### config.mk
export PLATFORM = sky130hd
export DESIGN_NAME = multicycle_ctrl
export DESIGN_NICKNAME = d
export VERILOG_FILES = /design/src/rtl/riscv_pkg.sv /design/src/rtl/opcode_class_dec.sv /design/src/rtl/multicycle_ctrl.sv
export SDC_FILE = /design/constraint.sdc
export NUM_CORES = 1
export LEC_CHECK = 0
export ABC_AREA = 1
export BUFFER_PORTS_ARGS = -buffer_cell sky130_fd_sc_hd__buf_4
export CORE_UTILIZATION = 40
export CTS_CLUSTER_DIAMETER = 40
export CTS_CLUSTER_SIZE = 16
export DETAILED_ROUTE_END_ITERATION = 12
export PLACE_DENSITY = 0.7
export SKIP_LAST_GASP = 1
export SYNTH_ARGS = -nofsm -noshare
export SYNTH_HDL_FRONTEND = slang
export SYNTH_SLANG_ARGS = --single-unit
### constraint.sdc
create_clock -name i_clk -period 2.2 [get_ports i_clk]
set_input_delay 0.11 -clock i_clk [delete_from_list [all_inputs] [get_ports i_clk]]
set_output_delay 0.11 -clock i_clk [all_outputs]
set_load 0.03 [all_outputs]
### src/rtl/riscv_pkg.sv
// Shared RV32I opcode constants, controller state/select types and class helpers
// for the multi-cycle sequencer (multicycle_ctrl and opcode_class_dec).
package riscv_pkg;

  localparam logic [6:0] OP_LOAD   = 7'b0000011;
  localparam logic [6:0] OP_IMM    = 7'b0010011;
  localparam logic [6:0] OP_STORE  = 7'b0100011;
  localparam logic [6:0] OP_BRANCH = 7'b1100011;
  localparam logic [6:0] OP_LUI    = 7'b0110111;
  localparam logic [6:0] OP_AUIPC  = 7'b0010111;
  localparam logic [6:0] OP_JAL    = 7'b1101111;
  localparam logic [6:0] OP_JALR   = 7'b1100111;
  localparam logic [6:0] OP_OP     = 7'b0110011;

  localparam logic [31:0] NOP_INSTR = 32'h0000_0013;

  localparam int unsigned CLS_LOAD   = 0;
  localparam int unsigned CLS_IMM    = 1;
  localparam int unsigned CLS_STORE  = 2;
  localparam int unsigned CLS_BRANCH = 3;
  localparam int unsigned CLS_LUI    = 4;
  localparam int unsigned CLS_AUIPC  = 5;
  localparam int unsigned CLS_JAL    = 6;
  localparam int unsigned CLS_JALR   = 7;
  localparam int unsigned CLS_OP     = 8;
  localparam int unsigned N_CLS      = 9;

  typedef logic [N_CLS-1:0] cls_vec_t;

  typedef enum logic [2:0] {
    ST_FETCH, ST_DECODE, ST_EXEC, ST_MEM, ST_WB, ST_TRAP
  } ctrl_state_e;

  typedef enum logic [1:0] {
    PC_PLUS4 = 2'd0, PC_TARGET = 2'd1, PC_JALR = 2'd2
  } pc_sel_e;

  typedef enum logic [1:0] {
    WB_ALU = 2'd0, WB_MEM = 2'd1, WB_PC4 = 2'd2, WB_IMM = 2'd3
  } wb_sel_e;

  typedef enum logic [1:0] {
    TRAP_NONE = 2'd0, TRAP_BUS = 2'd1, TRAP_ILLEGAL = 2'd2
  } trap_cause_e;

  typedef struct packed {
    logic    opa_sel;
    logic    opb_sel;
    wb_sel_e wb_sel;
    pc_sel_e pc_sel;
  } sel_t;

  function automatic logic [6:0] cls_opcode(input int unsigned idx);
    case (idx)
      CLS_LOAD:   return OP_LOAD;
      CLS_IMM:    return OP_IMM;
      CLS_STORE:  return OP_STORE;
      CLS_BRANCH: return OP_BRANCH;
      CLS_LUI:    return OP_LUI;
      CLS_AUIPC:  return OP_AUIPC;
      CLS_JAL:    return OP_JAL;
      CLS_JALR:   return OP_JALR;
      CLS_OP:     return OP_OP;
      default:    return 7'h00;
    endcase
  endfunction

  // Branch pc_sel starts at PC+4 and is resolved later from the comparator.
  function automatic sel_t class_sel(input cls_vec_t c);
    sel_t s;
    s = '0;
    case (1'b1)
      c[CLS_LOAD]:  begin s.opb_sel = 1'b1; s.wb_sel = WB_MEM; end
      c[CLS_STORE]: s.opb_sel = 1'b1;
      c[CLS_IMM]:   s.opb_sel = 1'b1;
      c[CLS_LUI]:   begin s.opb_sel = 1'b1; s.wb_sel = WB_IMM; end
      c[CLS_AUIPC]: begin s.opa_sel = 1'b1; s.opb_sel = 1'b1; end
      c[CLS_JAL]:   begin s.opa_sel = 1'b1; s.opb_sel = 1'b1; s.wb_sel = WB_PC4; s.pc_sel = PC_TARGET; end
      c[CLS_JALR]:  begin s.opb_sel = 1'b1; s.wb_sel = WB_PC4; s.pc_sel = PC_JALR; end
      c[CLS_OP], c[CLS_BRANCH]: s = '0;
      default:      s = '0;
    endcase
    return s;
  endfunction

  function automatic logic writes_rd(input cls_vec_t c);
    return c[CLS_LOAD] | c[CLS_IMM] | c[CLS_OP] | c[CLS_LUI] |
           c[CLS_AUIPC] | c[CLS_JAL] | c[CLS_JALR];
  endfunction

endpackage

### src/rtl/opcode_class_dec.sv
// Combinational opcode classifier: 7-bit opcode -> one-hot RV32I class plus legal flag.
// Every RV32I opcode ends in 2'b11, so a bad IR[1:0] simply matches no class.
module opcode_class_dec
  import riscv_pkg::*;
(
  input  logic [6:0] i_opcode,
  output cls_vec_t   o_cls,
  output logic       o_legal
);

  genvar gi;
  generate
    for (gi = 0; gi < N_CLS; gi++) begin : g_cls
      assign o_cls[gi] = (i_opcode == cls_opcode(gi));
    end
  endgenerate

  assign o_legal = |o_cls;

endmodule

### src/rtl/multicycle_ctrl.sv
// RV32I multi-cycle sequencer: FETCH/DECODE/EXEC/MEM/WB FSM, IR, bus wait-timeout trap.
// Define MULTICYCLE_CTRL_ILLEGAL_TRAP_EN to trap on illegal opcodes (otherwise they run as NOP).
module multicycle_ctrl
  import riscv_pkg::*;
#(
  parameter int unsigned MAX_WAIT = 16,
  parameter logic [31:0] RESET_PC = 32'h0000_0000
) (
  input  logic        i_clk,
  input  logic        i_rst_n,
  output logic        o_imem_req,
  input  logic        i_imem_ack,
  input  logic [31:0] i_imem_rdata,
  output logic        o_dmem_req,
  output logic        o_dmem_we,
  input  logic        i_dmem_ack,
  input  logic        i_br_taken,
  output logic [31:0] o_instr,
  output logic        o_opa_sel,
  output logic        o_opb_sel,
  output logic [1:0]  o_wb_sel,
  output logic [1:0]  o_pc_sel,
  output logic        o_pc_we,
  output logic        o_rf_we,
  output logic [31:0] o_pc_rst_val,
  output logic        o_busy,
  output logic        o_trap,
  output logic [1:0]  o_trap_cause
);

  localparam int unsigned CNT_W = $clog2(MAX_WAIT + 1);

  ctrl_state_e      r_state, w_state_next;
  logic [31:0]      r_ir, w_ir_next;
  sel_t             r_sel, w_sel_next;
  trap_cause_e      r_cause, w_cause_next;
  logic [CNT_W-1:0] r_wait_cnt;
  cls_vec_t         w_cls;
  logic             w_legal;
  logic             w_imem_req, w_dmem_req, w_fetch_done, w_ack, w_wait_hit;

  // Requests are gated by reset so they drop the instant reset asserts.
  assign w_imem_req   = i_rst_n & (r_state == ST_FETCH);
  assign w_dmem_req   = i_rst_n & (r_state == ST_MEM);
  assign w_fetch_done = w_imem_req & i_imem_ack;
  assign w_ack        = w_fetch_done | (w_dmem_req & i_dmem_ack);
  assign w_wait_hit   = (w_imem_req | w_dmem_req) & ~w_ack &
                        (r_wait_cnt == CNT_W'(MAX_WAIT - 1));

  // Decoding the next IR lets the selects be registered on the fetch edge; outside FETCH it is the IR.
  assign w_ir_next = w_fetch_done ? i_imem_rdata : r_ir;

  opcode_class_dec u_dec (
    .i_opcode (w_ir_next[6:0]),
    .o_cls    (w_cls),
    .o_legal  (w_legal)
  );

  always_comb begin
    w_state_next = r_state;
    w_sel_next   = r_sel;
    w_cause_next = r_cause;
    unique case (r_state)
      ST_FETCH: begin
        if (w_fetch_done) begin
          w_state_next = ST_DECODE;
          w_sel_next   = class_sel(w_cls);
        end else if (w_wait_hit) begin
          w_state_next = ST_TRAP;
          w_cause_next = TRAP_BUS;
        end
      end
      ST_DECODE: begin
`ifdef MULTICYCLE_CTRL_ILLEGAL_TRAP_EN
        if (!w_legal) begin
          w_state_next = ST_TRAP;
          w_cause_next = TRAP_ILLEGAL;
        end else begin
          w_state_next = ST_EXEC;
        end
`else
        w_state_next = ST_EXEC;
`endif
      end
      ST_EXEC: begin
        w_state_next = (w_cls[CLS_LOAD] | w_cls[CLS_STORE]) ? ST_MEM : ST_WB;
        if (w_cls[CLS_BRANCH]) begin
          w_sel_next.pc_sel = i_br_taken ? PC_TARGET : PC_PLUS4;
        end
      end
      ST_MEM: begin
        if (w_dmem_req & i_dmem_ack) begin
          w_state_next = ST_WB;
        end else if (w_wait_hit) begin
          w_state_next = ST_TRAP;
          w_cause_next = TRAP_BUS;
        end
      end
      ST_WB: begin
        w_state_next = ST_FETCH;
        w_sel_next   = '0;
      end
      ST_TRAP: w_state_next = ST_TRAP;
      default: w_state_next = ST_FETCH;
    endcase
  end

  always_ff @(posedge i_clk or negedge i_rst_n) begin
    if (!i_rst_n) begin
      r_state    <= ST_FETCH;
      r_ir       <= NOP_INSTR;
      r_sel      <= '0;
      r_cause    <= TRAP_NONE;
      r_wait_cnt <= '0;
    end else begin
      r_state <= w_state_next;
      r_ir    <= w_ir_next;
      r_sel   <= w_sel_next;
      r_cause <= w_cause_next;
      if (w_ack || (w_state_next != r_state)) begin
        r_wait_cnt <= '0;
      end else if (w_imem_req || w_dmem_req) begin
        r_wait_cnt <= r_wait_cnt + 1'b1;
      end
    end
  end

  assign o_imem_req   = w_imem_req;
  assign o_dmem_req   = w_dmem_req;
  assign o_dmem_we    = w_dmem_req & w_cls[CLS_STORE];
  assign o_instr      = r_ir;
  assign o_opa_sel    = r_sel.opa_sel;
  assign o_opb_sel    = r_sel.opb_sel;
  assign o_wb_sel     = r_sel.wb_sel;
  assign o_pc_sel     = r_sel.pc_sel;
  assign o_pc_we      = (r_state == ST_WB);
  // Unknown opcodes retire as NOP: no register write, x0 writes dropped.
  assign o_rf_we      = (r_state == ST_WB) & w_legal & writes_rd(w_cls) & (r_ir[11:7] != 5'd0);
  assign o_pc_rst_val = RESET_PC;
  assign o_busy       = (r_state != ST_TRAP);
  assign o_trap       = (r_state == ST_TRAP);
  assign o_trap_cause = r_cause;

endmodule

Yosys cells after proc, flatten, opt, wreduce, memory -nomap -nowiden. Cells that the tools add are included.

Register bits: 48. Memories kept: 0. Bits in read-only memories: 0. Input port bits: 37. Memory bits (writable): 0. Output and inout bits: 79. Bits in latches: 0. Logic and storage cells: 106.

Equality and inequality tests: 21. Add/sub/neg operators: 1. Mux-type cells: 43. Bitwise operators: 20. Magnitude comparators: 0. Reduce and logical (&&, ||, !) cells: 12. Div/mod/pow operators: 0. $mul: 0. Shift operators: 0.

Operator list (number): $mux 2 (17); $eq 7x6->1 const B (3); $eq 7x7->1 const B (3); $pmux 3 s5 (1); $eq 7x5->1 const B (2); $mux 1 (14); $mux 3 (4); $and 1x1->1 (10); $mux 5 (2); $or 1x1->1 (9); $reduce_or 9->1 (1); $pmux 4 s2 (1); $eq 7x2->1 const B (1); $mux 7 (1); $eq 3x2->1 const B (2); $eq 3x3->1 const B (2); $mux 6 (1); $ne 2x2->1 const B (3); $pmux 2 s3 (1); $reduce_and 3->1 (2); $reduce_bool 2->1 (3); $add 5x1->5 const B (1); $eq 5x4->1 const B (1); $reduce_bool 5->1 (1); other kinds (10) (11).

Depth between registers and ports, before layout.
Depth after elaboration: 14. Gate-level depth with buffers: 13. Gate-level depth less buffers: 13.

Cells and area by module. From an unflattened synthesis, not the netlist that was laid out.

Cells, all modules: 331. Area, all modules: 2653.8 um^2.

Modules (own cells, without submodules): multicycle_ctrl (area each 2473.6 um^2, sequential area each 1179.9 um^2, cells an instance 294, instances 1); opcode_class_dec (area each 180.2 um^2, sequential area each 0.0 um^2, cells an instance 37, instances 1).

Worst setup path before layout. No wires, ideal clock.

Path type: register -> output. Start point: register r_state[2]. End point: output port o_dmem_we. Data arrival time: 2.024 ns. Slack: 0.066 ns. Required time: 2.090 ns. Path buffers: 0. Stages on the path, launching flop included: 6. Path through: dfrtp_1 -> inv_2 -> nand3_1 -> nor2_1 -> inv_1 -> nor3_1.

Elaborated cells on any way between the ends: 8. Classes of those cells: eq/ne (2); mux (1); bitwise (4); reduce/logical (1).

RTL lines: start: declaration (RTL line multicycle_ctrl.sv:33) `ctrl_state_e r_state, w_state_next;`; start signal: assignment (RTL line multicycle_ctrl.sv:116) `r_state <= w_state_next;`; $eq 3x2->1 (RTL line multicycle_ctrl.sv:44) `assign w_dmem_req = i_rst_n & (r_state == ST_MEM);`; $and 1x1->1 (RTL line multicycle_ctrl.sv:44); net o_dmem_req (RTL line multicycle_ctrl.sv:14) `output logic o_dmem_req,`; $and 1x1->1 (RTL line multicycle_ctrl.sv:130) `assign o_dmem_we = w_dmem_req & w_cls[CLS_STORE];`; end: declaration (RTL line multicycle_ctrl.sv:15) `output logic o_dmem_we,`.

The timed path passes the listed nets, and every way through them passes these cells.

Worst setup path in the final report.
Start point: register r_state[1]. End point: output port o_rf_we.

Cells in the longest elaborated chain, start to end: 13. Elaborated cells on any way between the ends: 24. Classes of those cells: eq/ne (10); mux (1); bitwise (11); reduce/logical (2).

RTL lines: $logic_not 3->1 * (RTL line multicycle_ctrl.sv:43) `assign w_imem_req = i_rst_n & (r_state == ST_FETCH);`; $and 1x1->1 * (RTL line multicycle_ctrl.sv:43); $and 1x1->1 * (RTL line multicycle_ctrl.sv:45) `assign w_fetch_done = w_imem_req & i_imem_ack;`; $mux 7 * (RTL line multicycle_ctrl.sv:51) `assign w_ir_next = w_fetch_done ? i_imem_rdata : r_ir;`; net u_dec.i_opcode[5] (RTL line opcode_class_dec.sv:6) `input logic [6:0] i_opcode,`; $eq 7x2->1 / $eq 7x5->1 (equally long branches) (RTL line opcode_class_dec.sv:14) `assign o_cls[gi] = (i_opcode == cls_opcode(gi));`; $or 1x1->1 (4 in a row) (RTL line riscv_pkg.sv:87) `return c[CLS_LOAD] | c[CLS_IMM] | c[CLS_OP] | c[CLS_LUI] |`; $or 1x1->1 (2 in a row) (RTL line riscv_pkg.sv:88) `c[CLS_AUIPC] | c[CLS_JAL] | c[CLS_JALR];`; $and 1x1->1 * (2 in a row) (RTL line multicycle_ctrl.sv:138) `assign o_rf_we = (r_state == ST_WB) & w_legal & writes_rd(w_cls) & (r_ir[11:7] != 5'd0);`; end: declaration (RTL line multicycle_ctrl.sv:24) `output logic o_rf_we,`.

The timed path passes the listed nets; every way through them passes the cells marked *.

==> results_dict.tcl <==
set metrics [dict create \
    drt_iter0_markers 107 \
    leakagePower_uw 0.00209 \
    critPathLaunch "r_state[1]" \
    power_frac_clock 0.116 \
    p_int_uw 2510 \
    seq_area_frac_synth 0.460 \
    layout.cells.non_filler 516 \
    finClkSkew_ns 0.00652 \
    synthArstFlopShare 1.00 \
    die_x_um 82.1 \
    arrival_ns 2.16 \
    synth_edf_count 0 \
    clk_pin_slew_ns 0.10 \
    outcome "finished with violations" \
    yosysWarningCount 0 \
    viasPerCell 4.51 \
    hold_viol_final 0 \
    rsz0062_at_grt "true" \
    hpwl_mm 4.15 \
    cp_max_fo 6 \
    io_buffer_count 82 \
    io_pins 116 \
    fin_crit_sh 1.03 \
    worstSetupPathType "reg2out" \
    gp_congestion 0.841 \
    first_pass_iters 4 \
    track_usage 0.203 \
    final-setup-viol-count 4 \
    required_ns 2.09 \
    wl_per_cell_um 12.7 \
    synthCells 308 \
    num_vias 2325 \
    swShare 0.478 \
    cp-end-kind "output port" \
    synth_seq_cells 47 \
    drt_wl_total_mm 6.54 \
    timing.fmax_mhz 441 \
    yosysTopAreaCellShare 0.429 \
    area_growth_syn_to_layout_pct 47.2 \
    synth_area_per_cell_sq_um 8.33 \
    coreArea_sq_mm 0.00606 \
    cts_tree "yes" \
    critPathCapture "o_rf_we" \
    r2r_setup_slack_ns -0.07 \
    postPlaceCellArea_sq_mm 0.00318 \
    clock_sinks 47 \
    htreeDepth 2 \
    num_rows 28 \
    drc 0 \
    clk_latency_ns 0.31 \
    stdcell_area_sq_mm 0.00377 \
    die_h_um 82.1 \
    fin_ws_ns -0.0690 \
    period_minus_slack_ns 2.27 \
    grt_pass1_vias 2246 \
    grt_pass1_wl_mm 10.3 \
    p_comb_frac 0.589 \
    yosys-top-cells-area "dfrtp_1, nand2_1, buf_4" \
    p_total_uw 4810 \
    cts_buffer_depth 2 \
    r2r-end "o_opa_sel" \
    synth_cell_types 40 \
    ir_drop_v 0.000724 \
    dp_slack_ns 0.133 \
    fin_nets 479 \
    yosys.area.top_type "dfrtp_1" \
    violations "negative setup slack" \
    max_cap_viol_count 0 \
    postRouteAntennaNets 0 \
    start_util 0.423 \
    hold_path.class "in2reg" \
    grt_max_degree 36 \
    placed_cells 467 \
    synthTopCellsByCount "nand2_1, dfrtp_1, buf_4" \
    cts_root_buf "clkbuf_8" \
    synth_area_sq_mm 0.00256 \
    p_per_area_mw_per_mm2 1280 \
    die_area_sq_mm 0.00674 \
    worstReg2RegStart "r_state[1]" \
    p_switching_uw 2300 \
    worstSetupStartpointType "register" \
    cts_made_buffers 5 \
    synth_most_common_cell "nand2_1" \
    grt.overflow.total 0 \
    drive_gt1_frac 0.365 \
    drv_slew 0 \
    power_frac_seq 0.295 \
    ff2ff_path_depth 12 \
    synth_ff_type "dfrtp_1" \
    antenna_found_initial 0 \
    diodes 0 \
]
## final cells by class
cell class	count	area, sq um
Clock buffer	5	68.8
Sequential cell	47	1180
Timing Repair Buffer	132	1100
Tap cell	75	93.8
Clock inverter	3	23.8
Inverter	32	123
Multi-Input combinational cell	222	1190
Fill cell	501	2290
## cell usage in the layout (no fill, tap or decap), types with 2 or more instances in the layout
cell and count:
o21ai_4 5, inv_2 5, nand2_4 4, clkbuf_8 5
dfstp_2 3, nor2_1 13, a21oi_1 2, ha_1 2
clkinvlp_4 2, xor2_1 2, o21ai_0 10, nor3_1 2
inv_1 26, nor3_2 2, nor2_4 2, a21oi_2 2
conb_1 33, nand4_1 5, nor2_8 2, nand3_2 2
nand2_1 107, dfrtp_1 43, buf_4 105, nand2_2 8
dlygate4sd3_1 23, nand3_1 6, nor2_2 2
## flip-flops by register name (all words and copies together), names as in the netlist
name	flops
o_instr	32
r_wait_cnt	5
r_state	3
o_pc_sel	2
o_wb_sel	2
o_opa_sel	1
o_opb_sel	1
o_trap_cause	1
## critical path: stages (launching register included)
cell	delay (ns)
dfrtp_1	0.42
nor2_4	0.18
nand4_4	0.21
buf_12	0.20
nand2_2	0.07
o21ai_4	0.07
inv_4	0.09
nand2_4	0.06
nor2_4	0.15
nand2_2	0.10
a31oi_4	0.15
buf_6	0.15
## power groups by stage
stage / Clock [uW] / Combinational (uW) / Sequential, uW
2_1_floorplan: 0 / 1130 / 1980
3_3_place_gp: 0 / 2400 / 1440
3_5_place_dp: 0 / 2450 / 1420
4_1_cts: 560 / 2740 / 1420
5_1_grt: 595 / 3050 / 1460
6_report: 557 / 2840 / 1420
## per-stage QoR
| step | util | setup TNS, ns | hold slack [ns] |
|---|---|---|---|
| after floorplan | - | 0 | -0.186 |
| after global placement | 0.525 | 0 | -0.0497 |
| after detailed placement | 0.525 | 0 | -0.0508 |
| after CTS | 0.615 | -0.130 | 0.000277 |
| after global routing | 0.623 | -0.721 | 0.0176 |
| final | 0.623 | -0.184 | 0.00280 |
## worst min-delay path by stage
stage / start / to / slack [ns] / depth (start not counted)
2_1_floorplan: i_rst_n / o_instr[10] / -0.19 / 0
3_3_place_gp: i_rst_n / r_state[0] / -0.05 / 1
3_5_place_dp: i_rst_n / r_wait_cnt[4] / -0.05 / 1
4_1_cts: i_imem_rdata[8] / o_instr[8] / 0.0003 / 3
5_1_grt: i_imem_rdata[10] / o_instr[10] / 0.02 / 3
6_report: i_imem_rdata[8] / o_instr[8] / 0.003 / 3
## metal layers
metal	vias to the layer above	global-route usage	share of wire
met5	-	0	0
met4	0	0.0719	0.014
met3	9	0.0511	0.075
met2	102	0.335	0.48
met1	1061	0.258	0.43
li1	1153	-	-
## repair_timing
item                                    in CTS  in global routing
hold buffers                                23                  0
buffers inserted                            12                  5
endpoints found under the setup margin       2                  7
gates resized for setup                     19                  5
cloned                                       1                  0
endpoints found under the hold margin       64                  0
pin swaps                                   10                  6
## cells by family after synthesis
group / synth area share
DFF: 0.460
other: 0.00146
adders and majority gates: 0.00975
buffers and inverters: 0.156
and+or+nand+nor: 0.303
xor gates and xnor gates: 0.0102
muxes: 0.00390
AOI/OAI and AO/OA: 0.0561
Power figures use the tool's default switching activity.
